<file path="config.mk">
export PLATFORM = sky130hd
export DESIGN_NAME = core_pipe_decode_stage
export DESIGN_NICKNAME = d
export VERILOG_FILES = /design/src/rtl/core_pipe_decode_stage_pkg.sv /design/src/rtl/core_pipe_decode_len.sv /design/src/rtl/core_pipe_decode_stage.sv
export SDC_FILE = /design/constraint.sdc
export NUM_CORES = 1
export LEC_CHECK = 0
export ABC_AREA = 0
export BUFFER_PORTS_ARGS = -buffer_cell sky130_fd_sc_hd__buf_2
export CELL_PAD_IN_SITES_DETAIL_PLACEMENT = 0
export CELL_PAD_IN_SITES_GLOBAL_PLACEMENT = 1
export CORE_MARGIN = 10
export CORE_UTILIZATION = 31
export DETAILED_ROUTE_END_ITERATION = 16
export PLACE_DENSITY = 0.76
export SYNTH_ARGS = -nofsm -noshare
export SYNTH_HDL_FRONTEND = slang
export SYNTH_SLANG_ARGS = --single-unit
</file>
<file path="constraint.sdc">
create_clock -name g_clk -period 4.21 [get_ports g_clk]
set_input_delay 0.6315 -clock g_clk [delete_from_list [all_inputs] [get_ports g_clk]]
set_output_delay 0.6315 -clock g_clk [all_outputs]
set_load 0.05 [all_outputs]
</file>
<file path="src/rtl/core_pipe_decode_stage_pkg.sv">
// Shared constants and types for the decode front half.
// Holds the default widths and the length-encoding opcode fields.
// Imported by the decode stage and its length-decode lane.
package core_pipe_decode_stage_pkg;

  // Default widths: address, fetch window, fetch-error halfwords.
  localparam int XL        = 64;
  localparam int FD_IBUF_R = 32;
  localparam int FD_ERR_R  = 2;

  // Low two bits of a 32-bit (or longer) encoding.
  localparam logic [1:0] DEC_OPC_32    = 2'b11;
  // Bits [4:2] value that marks a 48-bit-or-longer encoding.
  localparam logic [2:0] DEC_LONG_MASK = 3'b111;

  typedef enum logic {
    ST_RUN  = 1'b0,
    ST_HALT = 1'b1
  } dec_state_e;

endpackage

</file>
<file path="src/rtl/core_pipe_decode_len.sv">
// Instruction length decode for one lane: 16/32-bit and illegal long encodings.
// Latency: purely combinational.
// Backpressure: none; the caller decides whether the instruction is consumed.
module core_pipe_decode_len
  import core_pipe_decode_stage_pkg::*;
#(
  parameter int C_EN = 1
) (
  input  logic [4:0] instr,
  input  logic       ferr0,
  output logic       long_enc,
  output logic       need4,
  output logic       illegal
);

  logic is32;

  // A fetch error on the first halfword makes the length bits meaningless,
  // so the packet is handled as a 16-bit error packet with no long flag.
  always_comb begin
    is32     = (instr[1:0] == DEC_OPC_32);
    long_enc = is32 && (instr[4:2] == DEC_LONG_MASK) && !ferr0;
    need4    = is32 && !long_enc && !ferr0;
    illegal  = long_enc || (!need4 && !ferr0 && (C_EN == 0));
  end

endmodule

</file>
<file path="src/rtl/core_pipe_decode_stage.sv">
// Decode front half: sizes the head instruction, tells fetch what to eat, fills the stage-2 slot.
// Latency: 1 cycle from fire (eat) to s2_valid; one instruction per cycle with s2_ready high.
// Backpressure: slot holds while s2_valid && !s2_ready; halts after a faulting packet until s2_flush.
module core_pipe_decode_stage
  import core_pipe_decode_stage_pkg::*;
#(
  parameter int XLEN   = XL,
  parameter int IBUF_W = FD_IBUF_R,
  parameter int ERR_W  = FD_ERR_R,
  parameter int C_EN   = 1
) (
  input  logic              g_clk,
  input  logic              g_resetn,
  input  logic              s1_avail_2,
  input  logic              s1_avail_4,
  input  logic [IBUF_W-1:0] s1_instr,
  input  logic [XLEN-1:0]   s1_pc,
  input  logic [ERR_W-1:0]  s1_ferr,
  output logic              s2_eat_2,
  output logic              s2_eat_4,
  input  logic              s2_flush,
  input  logic              s2_ready,
  output logic              s2_valid,
  output logic [31:0]       s2_instr,
  output logic [XLEN-1:0]   s2_pc,
  output logic [XLEN-1:0]   s2_npc,
  output logic              s2_size32,
  output logic              s2_ferr,
  output logic              s2_illegal
);

  logic            long_enc, need4, len_illegal;
  logic            slot_free, have, fire;
  logic            pkt_ferr, pkt_illegal;
  logic [31:0]     pkt_instr;
  logic [XLEN-1:0] pkt_step;

  logic            valid_q,   valid_d;
  logic [31:0]     instr_q,   instr_d;
  logic [XLEN-1:0] pc_q,      pc_d;
  logic [XLEN-1:0] npc_q,     npc_d;
  logic            size32_q,  size32_d;
  logic            ferr_q,    ferr_d;
  logic            illegal_q, illegal_d;
  dec_state_e      state_q,   state_d;

  core_pipe_decode_len #(.C_EN(C_EN)) u_len (
    .instr    (s1_instr[4:0]),
    .ferr0    (s1_ferr[0]),
    .long_enc (long_enc),
    .need4    (need4),
    .illegal  (len_illegal)
  );

  // Handshake: fire when the slot can take a packet and fetch has enough bytes.
  always_comb begin
    slot_free   = !valid_q || s2_ready;
    have        = need4 ? s1_avail_4 : s1_avail_2;
    fire        = slot_free && have && (state_q == ST_RUN) && !s2_flush;
    s2_eat_4    = fire && need4;
    s2_eat_2    = fire && !need4;
    pkt_instr   = need4 ? s1_instr[31:0] : {16'b0, s1_instr[15:0]};
    pkt_step    = need4 ? XLEN'(4) : XLEN'(2);
    pkt_ferr    = s1_ferr[0] | (need4 & s1_ferr[1]);
    pkt_illegal = len_illegal;
  end

  // Next slot contents and run/halt state; flush beats any fire or drain.
  always_comb begin
    valid_d   = valid_q;
    instr_d   = instr_q;
    pc_d      = pc_q;
    npc_d     = npc_q;
    size32_d  = size32_q;
    ferr_d    = ferr_q;
    illegal_d = illegal_q;
    state_d   = state_q;
    if (s2_flush) begin
      valid_d = 1'b0;
      state_d = ST_RUN;
    end else if (fire) begin
      valid_d   = 1'b1;
      instr_d   = pkt_instr;
      pc_d      = s1_pc;
      npc_d     = s1_pc + pkt_step;
      size32_d  = need4;
      ferr_d    = pkt_ferr;
      illegal_d = pkt_illegal;
      // The faulting packet still issues; nothing after it is consumed.
      if (pkt_ferr || pkt_illegal) state_d = ST_HALT;
    end else if (slot_free) begin
      valid_d = 1'b0;
    end
  end

  // Stage-2 slot and state registers with synchronous reset.
  always_ff @(posedge g_clk) begin
    if (!g_resetn) begin
      valid_q   <= 1'b0;
      instr_q   <= '0;
      pc_q      <= '0;
      npc_q     <= '0;
      size32_q  <= 1'b0;
      ferr_q    <= 1'b0;
      illegal_q <= 1'b0;
      state_q   <= ST_RUN;
    end else begin
      valid_q   <= valid_d;
      instr_q   <= instr_d;
      pc_q      <= pc_d;
      npc_q     <= npc_d;
      size32_q  <= size32_d;
      ferr_q    <= ferr_d;
      illegal_q <= illegal_d;
      state_q   <= state_d;
    end
  end

  assign s2_valid   = valid_q;
  assign s2_instr   = instr_q;
  assign s2_pc      = pc_q;
  assign s2_npc     = npc_q;
  assign s2_size32  = size32_q;
  assign s2_ferr    = ferr_q;
  assign s2_illegal = illegal_q;

endmodule

</file>
==> reports/summary.log <==
[status] status completed
[finish] top library cells by usage in the layout, fill and taps aside sky130_fd_sc_hd__buf_2, sky130_fd_sc_hd__nand2_1, sky130_fd_sc_hd__dfxtp_1
[floorplanning] Die ar. 28800 sq um
[clock_tree] CTS tree yes
[yosys] synthesized area divided by synthesized cell count 8.06 sq um
[timing] slew at the pin with the worst max-slew slack 0.775 ns
[clock_tree] number of hold buffers added after CTS 0
[clock_tree] root buf cell sky130_fd_sc_hd__clkbuf_16
[worst_hold_path] worst hold path type in2reg
[route] WL per Instance 17.7 microns
[floorplanning] die height 170 microns
[timing] worst clock skew 0.0117 ns
[finish] fillcell total 2297
[yosys] synthesized area 6960 sq um
[power_and_ir_drop] relative contribution of sequential cells to total power 41.9%
[clock_tree] CTS max path bufs 2
[clock_tree] CTS buffer count 17
[timing] Worst slew margin 47.9%
[finish] final core utilization 41.5%
[timing] number of pins exceeding their max-slew limit in the final report 0
[power_and_ir_drop] peak supply drop 0.241 mV
[setup_path] family with the most delay on the worst path simple AND/OR/NAND/NOR gates
[finish] layout cell share with drive strength beyond 1 28.8%
[timing] TNS Setup 0 ns
[timing] RSZ-0062 raised after global routing no
[placement] Placed Cells incl. Taps 1358
[placement] Post-DP HPWL 18000 microns
[power_and_ir_drop] leakage power summed over all cells 3.87 nW
[clock_tree] cells resized by post-CTS repair 0
[yosys] area share of the largest cell type after synthesis 47.2%
[yosys] cell accounting for the most synthesized area sky130_fd_sc_hd__dfxtp_1
[power_and_ir_drop] clock power share 38.7%
[yosys] commonest register cell after synthesis sky130_fd_sc_hd__dfxtp_1
[grt] number of antenna violations at the first check in global routing 0
[grt] global-route wire length before repair 38400 microns
[yosys] number of enable flip-flop cells after synthesis 0
[setup_path] critical path's slowest cell sky130_fd_sc_hd__or4_4
[route] First-pass DRT Iterations 4
[timing] peak clock frequency supported by timing 345 MHz
[grt] Total GRT Usage 16.5%
[floorplanning] Core ar. 22000 sq um
[yosys] net count after synthesis 970
[finish] area delta synth->final 31.0%
[timing] Min Clock Period, post-route 2.90 ns
[job] count of max-cap constraint violations 0
[placement] Buffers on Ports 269
[power_and_ir_drop] power spent charging and discharging nets 1.35 mW
[power_and_ir_drop] cell internal power dissipation 2.66 mW
[timing] final-report hold violation count 0
[route] number of vias per cell 4.96
[grt] sum of overflow across all layers after global routing 0
[placement] pre-CTS setup slack 0.897 ns
[finish] number of antenna cells inserted 0
[route] total wire length 24600 microns
[setup_path] setup slack on the worst flop-to-flop path 1.95 ns
[route] number of design-rule violations left by the first detailed-router iteration 462
[clock_tree] clock latency of the later-clocked register in the worst-skew pair 0.42 ns
[setup_path] peak fanout along the critical path 25
[timing] final worst-path cycle share 68.9%
[yosys] synthesized netlist cell count 863
[setup_path] CP Capture Type flop
[timing] number of endpoints failing setup at the final stage 0
[floorplanning] die boundary width 170 microns
[power_and_ir_drop] part of the power in combinational logic 19.4%
[yosys] number of different library cells in the post-synthesis netlist 47
[floorplanning] initial core utilization 31.7%
[setup_path] Critical R2R Launch s2_valid
[yosys] number of register bits inferred by synthesis 164
[yosys] Async SR Flop Fraction 0%
[setup_path] Critical Path, Cell by Cell buf_2, and3b_1, nand2_1, inv_1, ha_1, a21o_1, nand3_1, or4_4, or4_1, a31oi_1
[timing] least setup slack across all paths after layout 1.31 ns
[clock_tree] count of clock tree sinks 164
[setup_path] peak per-stage delay on the critical path 0.67 ns
[setup_path] path type of the worst setup path in2reg
[clock_tree] level count of the clock H-tree 4
[clock_tree] Reg clk slew, reported paths 0.08 ns
[floorplanning] # IOs 270
[power_and_ir_drop] Sw Ratio 33.6%
[finish] number of nets in the final layout 1204
[setup_path] CP bufs+invs 2
[route] Remaining DRCs 0
[worst_hold_path] startpoint of the worst hold path s1_instr[12]
[power_and_ir_drop] Pwr per Cell Area 440 nW/um^2
[worst_hold_path] end point of the worst hold path s2_instr[12]
[placement] global placer's final weighted congestion 0.772
[yosys] top cells by area, synth sky130_fd_sc_hd__dfxtp_1, sky130_fd_sc_hd__nand2_1, sky130_fd_sc_hd__a21oi_1
[finish] Final Non-Filler Cells 1390
[route] Vias 6901
[route] DRT antenna net count 0
[worst_hold_path] Worst Hold Depth 3
[timing] worst hold slack 0.445 ns
[finish] most common cell after layout, fill and taps aside sky130_fd_sc_hd__buf_2
[setup_path] Worst EP arrival 3.24 ns
[grt] vias in the first global route 6715
[setup_path] endpoint of the worst-slack reg-to-reg timing path s2_npc[63]
[yosys] part of the Yosys area used for sequential elements 47.2%
[setup_path] Worst R2R Path Depth 6
[grt] pin count of the biggest net entering global routing 103
[yosys] Yosys warning total 0
[setup_path] required time worst endpoint 4.55 ns
[setup_path] kind of start point of the critical path input pin
[floorplanning] number of placement rows 54
[clock_tree] # Post-CTS Setup Buffers 0
==> per-layer routing <==
layer | up-vias | part of all wire, % | global-route usage, %
li1 | 3500 | - | -
met3 | 12 | 7.4 | 5.91
met4 | 0 | 0.77 | 3.20
met5 | - | 0 | 0
met1 | 3225 | 44 | 20.6
met2 | 164 | 48 | 26.9
==> sequential cells by signal (all words and copies together) (netlist names) <==
signal	cells
s2_pc	64
s2_npc	63
s2_instr	32
s2_ferr	1
s2_illegal	1
s2_size32	1
s2_valid	1
state_q	1
==> cells by family after synthesis <==
logic type      Yosys count  synth area share, %
simple gates            362                 24.8
compound gates          225                 18.6
flops                   164                 47.2
buf+inv                  72                 4.16
xor+xnor                 37                 4.66
fa+ha+maj                 3                0.648
==> worst max path at each step <==
stage	startpoint	end	slack, ns	cells after the start
after floorplan	s1_instr[0]	s2_npc[46]	1.39	10
after global placement	s1_instr[0]	s2_npc[56]	0.95	10
after detailed placement	s1_instr[0]	s2_npc[56]	0.90	10
after CTS	s2_valid	s2_eat_4	1.26	5
after global routing	s1_instr[0]	s2_npc[60]	1.16	10
final	s1_instr[0]	s2_npc[60]	1.31	10
==> cell type report <==
type                    instances  area, sq um  area share [%]
flip-flops and latches        164         3280            36.0
multi-input cells             627         3410            37.4
inverters                       7         28.8           0.316
well taps                     280          350            3.85
repair buffers                280         1470            16.1
clock buffers                  18          429            4.71
clock inverters                14          143            1.57
==> synthesized netlist by cell type, types with 6 or more instances <==
cell and n:
sky130_fd_sc_hd__a21oi_1 107, sky130_fd_sc_hd__a31oi_1 11, sky130_fd_sc_hd__clkbuf_1 57, sky130_fd_sc_hd__xor2_1 12, sky130_fd_sc_hd__and3_1 8, sky130_fd_sc_hd__or4_1 9, sky130_fd_sc_hd__nand3_1 19, sky130_fd_sc_hd__o31ai_1 8
sky130_fd_sc_hd__dfxtp_1 164, sky130_fd_sc_hd__xnor2_1 25, sky130_fd_sc_hd__nor4_1 6, sky130_fd_sc_hd__nor3_1 24, sky130_fd_sc_hd__nor2_1 48, sky130_fd_sc_hd__inv_1 6, sky130_fd_sc_hd__and4_1 21, sky130_fd_sc_hd__a211oi_1 24
sky130_fd_sc_hd__nand4_1 16, sky130_fd_sc_hd__o21ai_0 49, sky130_fd_sc_hd__nand2_1 191, sky130_fd_sc_hd__a22oi_1 16
==> metrics by stage <==
stage	cell area [sq um]	total power [mW]
floorplan	6960	2.24
global placement	8540	2.49
detailed placement	8540	2.50
CTS	9110	4.06
global route	9110	4.19
finish	9110	4.01
==> worst register-to-register path, cell delays in order (launching register included) <==
cell and delay, ns:
sky130_fd_sc_hd__dfxtp_1 0.30, sky130_fd_sc_hd__nor2b_1 0.14, sky130_fd_sc_hd__nor3_1 0.60, sky130_fd_sc_hd__o21a_4 0.38, sky130_fd_sc_hd__buf_12 0.36, sky130_fd_sc_hd__nand2_1 0.15, sky130_fd_sc_hd__o211a_1 0.23
==> power by group through the flow <==
stage          clock, mW  sequential (mW)  combinational (mW)
2_1_floorplan          0             2.03               0.214
6_report            1.55             1.68               0.776
3_3_place_gp           0             1.71               0.782
4_1_cts             1.59             1.68               0.786
5_1_grt             1.66             1.69               0.835
3_5_place_dp           0             1.72               0.785
Note: power is estimated with default switching activity, not from simulation.
